[src/rtl/sha_display_pkg.sv]
// Shared constants, FSM state type and nibble-index helper for the SHA-256 digest display.
package sha_display_pkg;

  localparam int DIGEST_W = 256;
  localparam int NIBBLES  = 64;

  typedef enum logic {
    ST_IDLE,
    ST_SHOW
  } state_t;

  // Digit 0 is the rightmost digit, so the nibble order is reversed within a page.
  function automatic logic [5:0] nibble_index(input int pg, input int dg, input int num_digits);
    return 6'(pg * num_digits + (num_digits - 1 - dg));
  endfunction

endpackage

[src/rtl/refresh_tick_gen.sv]
// Modulo-DIV prescaler producing a one-cycle tick on the terminal count.
module refresh_tick_gen #(
  parameter int DIV = 4
) (
  input  logic clk,
  input  logic rst_n,
  input  logic restart,
  output logic tick
);

  localparam int CNT_W = (DIV > 1) ? $clog2(DIV) : 1;

  logic [CNT_W-1:0] cnt_q;
  logic [CNT_W-1:0] cnt_d;
  logic             at_end;

  assign at_end = (cnt_q == CNT_W'(DIV - 1));
  assign tick   = at_end && !restart;

  always_comb begin
    cnt_d = cnt_q + 1'b1;
    if (restart || at_end) begin
      cnt_d = '0;
    end
  end

  always_ff @(posedge clk or negedge rst_n) begin
    if (!rst_n) begin
      cnt_q <= '0;
    end else begin
      cnt_q <= cnt_d;
    end
  end

endmodule

[src/rtl/digest_display_scanner.sv]
// Captures a SHA-256 digest and scans its 64 nibbles page by page over a common-anode digit bank.
// Optional AUTO_PAGE_EN adds a page-hold counter that advances the page every PAGE_CYCLES cycles.
module digest_display_scanner #(
  parameter  int NUM_DIGITS  = 8,
  parameter  int REFRESH_DIV = 100000,
  parameter  int PAGE_CYCLES = 200000000,
  localparam int NUM_PAGES   = 64 / NUM_DIGITS,
  localparam int PAGE_W      = (NUM_PAGES > 1) ? $clog2(NUM_PAGES) : 1,
  localparam int DIGIT_W     = (NUM_DIGITS > 1) ? $clog2(NUM_DIGITS) : 1
) (
  input  logic                  clk,
  input  logic                  rst_n,
  input  logic                  digest_valid,
  input  logic [255:0]          digest,
  input  logic                  next_page,
  input  logic                  clear,
  output logic [3:0]            nibble,
  output logic                  rounds_done,
  output logic [NUM_DIGITS-1:0] an,
  output logic [PAGE_W-1:0]     page
);

  import sha_display_pkg::*;

  state_t                state_q, state_d;
  logic [PAGE_W-1:0]     page_q, page_d;
  logic [DIGIT_W-1:0]    digit_q, digit_d;
  logic [DIGEST_W-1:0]   digest_q, digest_d;
  logic [NUM_DIGITS-1:0] an_q, an_d;
  logic [3:0]            nibble_q, nibble_d;
  logic                  rounds_done_q, rounds_done_d;

  logic                  refresh_restart;
  logic                  refresh_tick;
  logic                  page_tick;
  logic [5:0]            nib_idx;
  logic [7:0]            bit_hi;

  assign refresh_restart = clear | digest_valid | (state_q != ST_SHOW);

  refresh_tick_gen #(
    .DIV (REFRESH_DIV)
  ) u_refresh (
    .clk     (clk),
    .rst_n   (rst_n),
    .restart (refresh_restart),
    .tick    (refresh_tick)
  );

`ifdef AUTO_PAGE_EN
  logic hold_restart;

  // A manual step restarts the hold interval as well as a capture or clear.
  assign hold_restart = clear | digest_valid | next_page | (state_q != ST_SHOW);

  refresh_tick_gen #(
    .DIV (PAGE_CYCLES)
  ) u_page_hold (
    .clk     (clk),
    .rst_n   (rst_n),
    .restart (hold_restart),
    .tick    (page_tick)
  );
`else
  logic unused_page_cycles;

  assign unused_page_cycles = (PAGE_CYCLES != 0);
  assign page_tick          = 1'b0;
`endif

  always_comb begin
    state_d  = state_q;
    page_d   = page_q;
    digit_d  = digit_q;
    digest_d = digest_q;

    if (clear) begin
      state_d  = ST_IDLE;
      page_d   = '0;
      digit_d  = '0;
      digest_d = '0;
    end else if (digest_valid) begin
      state_d  = ST_SHOW;
      page_d   = '0;
      digit_d  = '0;
      digest_d = digest;
    end else if (state_q == ST_SHOW) begin
      if (next_page || page_tick) begin
        page_d = (page_q == PAGE_W'(NUM_PAGES - 1)) ? '0 : page_q + 1'b1;
      end
      if (refresh_tick) begin
        digit_d = (digit_q == DIGIT_W'(NUM_DIGITS - 1)) ? '0 : digit_q + 1'b1;
      end
    end
  end

  // Outputs are derived from next-state values so anode and nibble always update together.
  always_comb begin
    nib_idx       = nibble_index(int'(page_d), int'(digit_d), NUM_DIGITS);
    bit_hi        = 8'(DIGEST_W - 1 - 4 * int'(nib_idx));
    an_d          = '1;
    nibble_d      = 4'h0;
    rounds_done_d = 1'b0;
    if (state_d == ST_SHOW) begin
      an_d[digit_d] = 1'b0;
      nibble_d      = digest_d[bit_hi -: 4];
      rounds_done_d = 1'b1;
    end
  end

  always_ff @(posedge clk or negedge rst_n) begin
    if (!rst_n) begin
      state_q       <= ST_IDLE;
      page_q        <= '0;
      digit_q       <= '0;
      digest_q      <= '0;
      an_q          <= '1;
      nibble_q      <= 4'h0;
      rounds_done_q <= 1'b0;
    end else begin
      state_q       <= state_d;
      page_q        <= page_d;
      digit_q       <= digit_d;
      digest_q      <= digest_d;
      an_q          <= an_d;
      nibble_q      <= nibble_d;
      rounds_done_q <= rounds_done_d;
    end
  end

  assign an          = an_q;
  assign nibble      = nibble_q;
  assign rounds_done = rounds_done_q;
  assign page        = page_q;

endmodule

[config.mk]
export PLATFORM = sky130hd
export DESIGN_NAME = digest_display_scanner
export DESIGN_NICKNAME = d
export VERILOG_FILES = /design/src/rtl/sha_display_pkg.sv /design/src/rtl/refresh_tick_gen.sv /design/src/rtl/digest_display_scanner.sv
export SDC_FILE = /design/constraint.sdc
export NUM_CORES = 1
export LEC_CHECK = 0
export ABC_AREA = 1
export CAP_MARGIN = 0
export CORE_ASPECT_RATIO = 0.9
export CORE_MARGIN = 5
export CORE_UTILIZATION = 45
export CTS_CLUSTER_DIAMETER = 50
export DETAILED_ROUTE_END_ITERATION = 8
export PLACE_DENSITY_LB_ADDON = 0.05
export SLEW_MARGIN = 20
export SYNTH_ARGS = -nofsm -noshare
export SYNTH_HDL_FRONTEND = slang
export SYNTH_SLANG_ARGS = --single-unit
[constraint.sdc]
create_clock -name clk -period 5.7 [get_ports clk]
set_input_delay 0.855 -clock clk [delete_from_list [all_inputs] [get_ports clk]]
set_output_delay 0.855 -clock clk [all_outputs]
set_load 0.005 [all_outputs]
Word-level counts from Yosys, hierarchy flattened
Cells that the tools add are included.
{"block": "word_totals", "regBits": 293, "wordCells": 48, "out_inout_bits": 16}
{"block": "classes", "muxes": 20, "n_bitwise": 4, "magnitude_cmp": 2, "shift": 1, "reduce_logical": 4, "n_eq_ne": 3, "add_sub_neg": 6}
{"op": "2-to-1 mux 256 bit", "count": 2}
{"op": "indexed part select 259 x 9 -> 4 bit", "count": 1}
{"op": "2-to-1 mux 3 bit", "count": 10}
{"op": "adder 17 x 1 -> 17 bit, second input constant", "count": 1}
{"op": "equality test 17 bit, second input constant", "count": 1}
{"op": "2-to-1 mux 17 bit", "count": 1}
{"op": "2-to-1 mux 8 bit", "count": 1}
{"op": "inverter 8 bit", "count": 1}
{"op": "subtractor 8 bit, first input constant", "count": 1}
{"op": "adder 3 x 1 -> 3 bit, second input constant", "count": 2}
{"op": "adder 6 x 4 -> 6 bit", "count": 1}
{"op": "equality test 3 bit, second input constant", "count": 2}
{"op": "< comparator 3 x 4 -> 1 bit, second input constant", "count": 1}
{"op": "2-to-1 mux 1 bit", "count": 4}
{"op": "2-to-1 mux 4 bit", "count": 1}
{"op": "subtractor 3 x 3 -> 4 bit, first input constant", "count": 1}
{"op": "demux 1 bit (select 3 bit)", "count": 1}
{"op": ">= comparator 3 x 1 -> 1 bit, second input constant", "count": 1}
{"op": "logical AND 1 bit", "count": 2}
{"op": "bitwise OR 1 bit", "count": 2}
{"op": "logical NOT 1 bit", "count": 1}
{"op": "logical OR 1 bit", "count": 1}
{"op": "inverter 1 bit", "count": 1}

Longest topological paths before layout
Gate-level depths: netlist of run 1.
{"block": "depth", "ltp_word": 14, "depth_mapped": 20}

By module
Synthesis of run 1 repeated with hierarchy kept, for this count alone.
{"block": "hier_totals", "hier_cells": 2033, "hier_area_um2": 14995.6}
{"mod": "digest_display_scanner", "n_inst": 1, "cells_per_inst": 1905, "area_per_inst_um2": 14022.2, "seq_area_each_um2": 6891.6}
{"mod": "refresh_tick_gen", "n_inst": 1, "cells_per_inst": 128, "area_per_inst_um2": 973.4, "seq_area_each_um2": 425.4}

Least setup slack after synthesis of run 1
OpenSTA, ideal clock, no wires.
{"block": "synth_path", "kind": "input -> register", "from": "in clear", "to": "reg nibble_q[0] (netlist: nibble[0])", "path_stages": 19, "arrival_ps": 2580, "setup_time_ps": 120, "setup_slack_ps": 3000, "path_cell_list": "buf_2 -> clkinv_2 -> nand2_2 -> nor2_4 -> nand3_2 -> nand2_1 -> nand3_2 -> buf_6 -> nor2_4 -> buf_2 -> nand3_1 -> nand2_1 -> nor2_1 -> nand2_1 -> nand3_1 -> nand2_1 -> nand2_1 -> nand2_1 -> nor2_1"}
{"block": "synth_via", "elab_chain_len": 13, "word_cells_on_any_way": 16, "cone_classes": "add/sub (3); shift (1); mux (8); bitwise (2); reduce/logical (2)"}
{"item": "from (decl)", "line_no": "digest_display_scanner.sv:16", "source": "input logic clear,"}
{"item": "bitwise OR 1 bit (2 in a row)", "line_no": "digest_display_scanner.sv:39", "source": "assign refresh_restart = clear | digest_valid | (state_q != ST_SHOW);"}
{"item": "logical NOT 1 bit", "line_no": "refresh_tick_gen.sv:18", "source": "assign tick = at_end && !restart;"}
{"item": "logical AND 1 bit", "line_no": "refresh_tick_gen.sv:18"}
{"item": "2-to-1 mux 3 bit", "line_no": "digest_display_scanner.sv:91", "source": "if (refresh_tick) begin"}
{"item": "2-to-1 mux 3 bit", "line_no": "digest_display_scanner.sv:87", "source": "end else if (state_q == ST_SHOW) begin"}
{"item": "2-to-1 mux 3 bit", "line_no": "digest_display_scanner.sv:82", "source": "end else if (digest_valid) begin"}
{"item": "2-to-1 mux 3 bit", "line_no": "digest_display_scanner.sv:77", "source": "if (clear) begin"}
{"item": "subtractor 3 x 3 -> 4 bit", "line_no": "sha_display_pkg.sv:14", "source": "return 6'(pg * num_digits + (num_digits - 1 - dg));"}
{"item": "adder 6 x 4 -> 6 bit", "line_no": "sha_display_pkg.sv:14"}
{"item": "subtractor 8 bit", "line_no": "digest_display_scanner.sv:100", "source": "bit_hi = 8'(DIGEST_W - 1 - 4 * int'(nib_idx));"}
{"item": "indexed part select 259 x 9 -> 4 bit", "line_no": "digest_display_scanner.sv:106", "source": "nibble_d = digest_d[bit_hi -: 4];"}
{"item": "2-to-1 mux 4 bit (*)", "line_no": "digest_display_scanner.sv:104", "source": "if (state_d == ST_SHOW) begin"}
{"item": "net nibble_d[0]", "line_no": "digest_display_scanner.sv:30", "source": "logic [3:0] nibble_q, nibble_d;"}
{"item": "to (signal assigned)", "line_no": "digest_display_scanner.sv:126", "source": "nibble_q <= nibble_d;"}
{"item": "to (decl)", "line_no": "digest_display_scanner.sv:30"}
The timed path passes the listed nets; every way through them passes the cells marked *.

Final worst setup path of run 1
{"block": "layout_path", "from": "in digest_valid", "to": "reg nibble_q[1] (netlist: nibble[1])"}
{"block": "layout_via", "elab_chain_len": 13, "word_cells_on_any_way": 19, "cone_classes": "add/sub (3); shift (1); mux (11); bitwise (2); reduce/logical (2)"}
{"item": "from (decl)", "line_no": "digest_display_scanner.sv:13", "source": "input logic digest_valid,"}
{"item": "bitwise OR 1 bit (2 in a row)", "line_no": "digest_display_scanner.sv:39"}
{"item": "logical NOT 1 bit", "line_no": "refresh_tick_gen.sv:18"}
{"item": "logical AND 1 bit", "line_no": "refresh_tick_gen.sv:18"}
{"item": "2-to-1 mux 3 bit", "line_no": "digest_display_scanner.sv:91"}
{"item": "2-to-1 mux 3 bit", "line_no": "digest_display_scanner.sv:87"}
{"item": "2-to-1 mux 3 bit", "line_no": "digest_display_scanner.sv:82"}
{"item": "2-to-1 mux 3 bit", "line_no": "digest_display_scanner.sv:77"}
{"item": "subtractor 3 x 3 -> 4 bit", "line_no": "sha_display_pkg.sv:14"}
{"item": "adder 6 x 4 -> 6 bit", "line_no": "sha_display_pkg.sv:14"}
{"item": "subtractor 8 bit", "line_no": "digest_display_scanner.sv:100"}
{"item": "indexed part select 259 x 9 -> 4 bit", "line_no": "digest_display_scanner.sv:106"}
{"item": "2-to-1 mux 4 bit (*)", "line_no": "digest_display_scanner.sv:104"}
{"item": "net nibble_d[1]", "line_no": "digest_display_scanner.sv:30"}
Marked as above.

==> flow_summary.json, run 1 <==
{
  "grt_setup_unrepaired": "false",
  "cts_tree": "yes",
  "worstMarginPinSlew_ns": 1.11,
  "die_h_um": 181,
  "first_iter_violations": 1183,
  "fin_crit_sh_pct": 69.9,
  "drtAntennaViolNets": 0,
  "antenna_found_initial": 2,
  "num_io_pins": 277,
  "vias": 14100,
  "cts_sinks": 292,
  "worstSetupStartpointType": "input pin",
  "ys_seq_area_share_pct": 50.0,
  "synth.net_count": 2265,
  "portBuffers": 276,
  "viasPerCell": 5.34,
  "reg2reg_depth": 19,
  "arrival_ns": 4.39,
  "drive_above_1_share_pct": 5.04,
  "postCtsSetupBuffers": 0,
  "clockRootBuffer": "clkbuf_16",
  "layout.cells.non_filler": 2639,
  "htree_levels": 2,
  "wirelength_um": 50000,
  "synthCells": 1999,
  "dp_hpwl_um": 34000,
  "path_clk_slew_ns": 0.05,
  "worstPathRequired_ns": 6.11,
  "final_nets": 2460,
  "whs_ns": 0.320,
  "finalPower_mw": 5.21,
  "synth.largest_area_cell": "dfrtp_1",
  "core_area_um2": 32000,
  "routedWlPerCell_um": 19.0,
  "grt-ovfl-total": 0,
  "dp_cells": 2571,
  "grt_pass1_vias": 13900,
  "cts_made_buffers": 37,
  "slew_headroom_pct": 26.1,
  "timing.rr.end": "nibble[1]",
  "grt_usage_pct": 27.0,
  "gp_congestion": 0.881,
  "min_period_ns": 3.99,
  "path_class": "in2reg",
  "yosys_warnings": 0,
  "area_delta_synth_final_pct": 27.9,
  "p_leak_nw": 8.64,
  "drc_errors": 0,
  "endpoint_kind": "register",
  "syn_avg_cell_area_um2": 7.31,
  "tns_ns": 0,
  "final_max_slew_viol_count": 0,
  "fin_skew_ns": 0.0203,
  "finalSetupViolCount": 0,
  "cts-resized-gates": 0,
  "clockBufferDepth": 3,
  "max_cap_viol_count": 0,
  "postCtsHoldBufs": 0,
  "syn_area_um2": 14600,
  "r2r_start": "u_refresh.cnt_q[0]",
  "die_w_um": 200,
  "grt_max_degree": 145,
  "synth_area_leaders": "dfrtp_1 49%, nor2_1 16%, nand2_1 10%, o21ai_0 7.4%, nand3_1 3.7%",
  "first_pass_iters": 6,
  "postLayoutCoreUtil_pct": 58.5,
  "worstHoldPathType": "in2async",
  "rows": 62,
  "synth-seq-cells": 292,
  "pwr_density_cell_nw_per_um2": 279,
  "crit_fanout": 82,
  "dieArea_um2": 36200,
  "grt_pass1_wl_um": 78500,
  "start_util_pct": 45.7,
  "status": "complete, no violations",
  "synthDistinctLibCells": 36,
  "ir_worst_vdd_mv": 0.176,
  "insertion_delay_ns": 0.53,
  "r2r_slack_ns": 2.01,
  "max_freq_mhz": 251,
  "timing_hold_violations_final": 0,
  "synth_top_cell_area_share_pct": 48.6
}
==> power breakdown <==
group          switching, mW  internal (mW)
Clock                  0.934           1.39
Sequential            0.0298           2.19
Combinational          0.379          0.276
Total                   1.34           3.86
==> cell type report <==
cell class	instances	area (µm²)
multi-input cells	1476	6360
clock inverters	16	168
well taps	416	520
repair buffers	291	2900
clock buffers	50	1050
inverters	96	374
diodes	2	5.00
flip-flops and latches	292	7320
fillers	3072	13300
==> registers in the layout, summed over array words and instances, names as in the netlist <==
name,cells
nibble,4
rounds_done,1
digit_q,3
page,3
u_refresh.cnt_q,17
digest_q,256
an,8
==> routing by layer <==
layer | GRT usage, % | wire [µm] | vias up
li1 | - | - | 6766
met1 | 39.9 | 22600 | 6743
met2 | 42.5 | 23200 | 500
met3 | 3.52 | 3140 | 71
met4 | 6.63 | 1090 | 0
met5 | 0 | 0 | -
==> layout by cell type, fill, tap and decap left out, types with 17 or more instances in the layout <==
cell             netlist  routed
a21oi_1               17      17
clkbuf_16              0      39
clkdlybuf4s50_1        0     273
dfrtp_1              284     284
inv_1                 84      84
nand2_1              388     388
nand3_1              107     107
nand4_1               49      49
nor2_1               605     604
nor3_1                55      55
o21ai_0              216     216
==> cell usage after synthesis, drive strengths merged <==
| cell type | count |
|---|---|
| nor4 | 1 |
| nor3 | 56 |
| dfrtp | 284 |
| o211ai | 2 |
| xor2 | 1 |
| clkbuf | 83 |
| and3 | 1 |
| nand3b | 4 |
| o21bai | 1 |
| clkinv | 2 |
| nor2 | 610 |
| inv | 94 |
| mux2i | 1 |
| or2 | 3 |
| nand3 | 111 |
| a21oi | 17 |
| buf | 52 |
| o21ai | 223 |
| ha | 5 |
| dfstp | 8 |
| nand2 | 390 |
| nand4 | 50 |
==> stage by stage <==
step | setup slack, ns | instance area, µm²
global placement | 1.17 | 17500
CTS | 1.66 | 18700
finish | 1.71 | 18700
floorplan | 3.00 | 14600
global route | 1.49 | 18700
detailed placement | 1.12 | 17500
==> how the worst max path moves through the flow <==
stage,start,end
2_1_floorplan,clear,nibble[0]
3_3_place_gp,digest_valid,nibble[1]
3_5_place_dp,digest_valid,nibble[1]
4_1_cts,digest_valid,nibble[1]
5_1_grt,digest_valid,nibble[0]
6_report,digest_valid,nibble[1]
==> worst max-delay path, stage by stage <==
cell and delay, ns:
buf_6 0.18, inv_8 0.35, nand2_2 0.19, nor2_4 0.21, nand4_4 0.10, buf_4 0.30, nand3_4 0.19, clkinv_2 0.74
nand2_1 0.27, nand3_1 0.15, nand2_1 0.18, nor2_1 0.05, nand2_1 0.05, nand3_1 0.08, nand2_1 0.13, nand2_1 0.07
nand2_1 0.09, nor2_1 0.05
==> logic make-up after synthesis <==
kind of cell	Yosys count	synth area share [%]
simple gates	1226	34.5
flops	292	50.0
compound gates	243	8.37
buf+inv	231	6.50
fa+ha+maj	5	0.428
xor+xnor	1	0.0599
mux	1	0.0685
No activity file was read; power rests on OpenSTA's default activity.
==> run 2, diff against run 1 <==
Clock period 5.7 ns to 3.86 ns, I/O delays scaled along.
==> flow_summary.json, run 2 (same netlist as run 1, synthesis figures left out) <==
{
  "status": "complete, no violations",
  "routedWlPerCell_um": 19.0,
  "grt_max_degree": 257,
  "grt_usage_pct": 26.9,
  "core_area_um2": 32000,
  "wirelength_um": 50100,
  "setup_ws_ns": 0.649,
  "endpoint_kind": "register",
  "min_period_ns": 3.21,
  "final_cell_mix": "604 x nor2_1, 388 x nand2_1, 284 x dfrtp_1",
  "path_class": "reg2reg",
  "max_freq_mhz": 311,
  "grt_setup_unrepaired": "false",
  "first_iter_violations": 1323,
  "antenna_found_initial": 2,
  "cts_made_buffers": 37,
  "p_comb_share_pct": 13.0,
  "num_io_pins": 277,
  "grt_pass1_wl_um": 77700,
  "cts_sinks": 292,
  "final_max_slew_viol_count": 0,
  "final_nets": 2467,
  "final_common_cell": "nor2_1",
  "pwr_density_cell_nw_per_um2": 401,
  "drtAntennaViolNets": 0,
  "dieArea_um2": 36200,
  "power.switching_mw": 1.91,
  "first_pass_iters": 5,
  "postCtsHoldBufs": 0,
  "clockRootBuffer": "clkbuf_16",
  "fin_crit_sh_pct": 83.2,
  "max_cap_viol_count": 0,
  "portBuffers": 276,
  "grt-ovfl-total": 0,
  "viasPerCell": 5.30,
  "timing_hold_violations_final": 0,
  "die_h_um": 181,
  "largest_reg_flops": 256,
  "cts-resized-gates": 0,
  "finalSetupViolCount": 0,
  "start_util_pct": 45.7,
  "p_leak_nw": 8.69,
  "gp_congestion": 0.889,
  "worstHoldPathType": "in2async",
  "arrival_ns": 3.61,
  "seqPwrFrac_pct": 43.7,
  "ir_worst_vdd_mv": 0.248,
  "slew_headroom_pct": 31.5,
  "die_w_um": 200,
  "grt_pass1_vias": 13900,
  "tns_ns": 0,
  "worstSetupStartpointType": "register",
  "worstPathRequired_ns": 4.26,
  "worstMarginPinSlew_ns": 1.03,
  "postCtsSetupBuffers": 0,
  "fin_skew_ns": 0.0179,
  "dp_hpwl_um": 34600,
  "sw_frac_of_total_pct": 25.4,
  "internal_power_mw": 5.61,
  "crit_fanout": 28,
  "area_delta_synth_final_pct": 28.3,
  "cts_tree": "yes",
  "insertion_delay_ns": 0.51,
  "rows": 62,
  "postLayoutCoreUtil_pct": 58.7,
  "drc_errors": 0,
  "path_clk_slew_ns": 0.06,
  "post-place-ws_ns": 0.596,
  "max_flop_register": "digest_q",
  "power_frac_clock_pct": 43.3,
  "drive_above_1_share_pct": 5.21,
  "htree_levels": 2,
  "vias": 14000,
  "clockBufferDepth": 3
}
## run 2: cell types whose count changed in the layout (fill, tap and decap cells not counted)
cell,delta
clkinvlp_4,-3
clkbuf_16,-2
clkbuf_8,+3
clkinv_4,+1
buf_4,+1
clkbuf_1,+1
diode_2,-1
inv_2,+1
buf_12,+6
inv_6,-3
clkinv_2,+1
bufinv_16,-1
## run 2: cell type report
cell class                      instances  area (µm²)
Fill cell                            3032       13200
Clock buffer                           52        1040
Tap cell                              416         520
Antenna cell                            1        2.50
Sequential cell                       292        7320
Inverter                               96         373
Timing Repair Buffer                  298        3030
Multi-Input combinational cell       1476        6360
Clock inverter                         12         108
## run 2: path summary, 6_finish.rpt
check | startpoint | depth (start not counted) | end | slack (ns)
setup / recovery | u_refresh.cnt_q[0] | 18 | nibble[1] | 0.65
hold / removal | rst_n | 1 | u_refresh.cnt_q[8] | 0.03
setup reg to reg | u_refresh.cnt_q[0] | 18 | nibble[1] | 0.65
hold reg to reg | u_refresh.cnt_q[0] | 1 | u_refresh.cnt_q[0] | 0.46
max in group asynchronous | rst_n | 2 | digest_q[9] | 2.82
min in group clk | u_refresh.cnt_q[0] | 1 | u_refresh.cnt_q[0] | 0.46
## run 2: through the flow
step / instances / cell area, µm² / total power, mW / hold slack [ns]
5_1_grt: 2643 / 18800 / 7.82 / 0.0613
4_1_cts: 2642 / 18800 / 7.57 / 0.0507
3_3_place_gp: 2578 / 17600 / 4.30 / 0.445
6_report: 2643 / 18800 / 7.52 / 0.0336
3_5_place_dp: 2578 / 17600 / 4.31 / 0.455
2_1_floorplan: 1999 / 14600 / 3.77 / 0.283
## run 2: per-layer routing
metal  vias to the layer above  GRT usage, %  routed length [µm]  part of all wire [%]
met3                        98          5.70                3680                   7.3
met2                       483          41.4               22800                    46
met5                         -             0                  11                 0.022
li1                       6782             -                   -                     -
met1                      6655          38.1               22000                    44
met4                         2          9.07                1620                   3.2
## run 2: worst max-delay path, cell delays in order, from the launching register on
cell     delay (ns)
dfrtp_1        0.36
ha_1           0.17
nand2_1        0.08
nor2_2         0.16
nand2_1        0.12
nor2_4         0.17
nand4_1        0.13
nand3_2        0.30
nand2_1        0.11
inv_2          0.54
nand3_1        0.31
nand2_1        0.14
nor2_1         0.05
nand2_1        0.06
nand3_1        0.07
nand2_1        0.10
nand2_1        0.06
nand2_1        0.10
nor2_1         0.05
## run 2: power by group through the flow
stage          Combinational (mW)  Clock, mW  Sequential [mW]
3_3_place_gp                0.972          0             3.33
5_1_grt                      1.08       3.44             3.30
6_report                    0.976       3.26             3.28
2_1_floorplan               0.446          0             3.32
3_5_place_dp                0.973          0             3.34
4_1_cts                     0.981       3.31             3.28
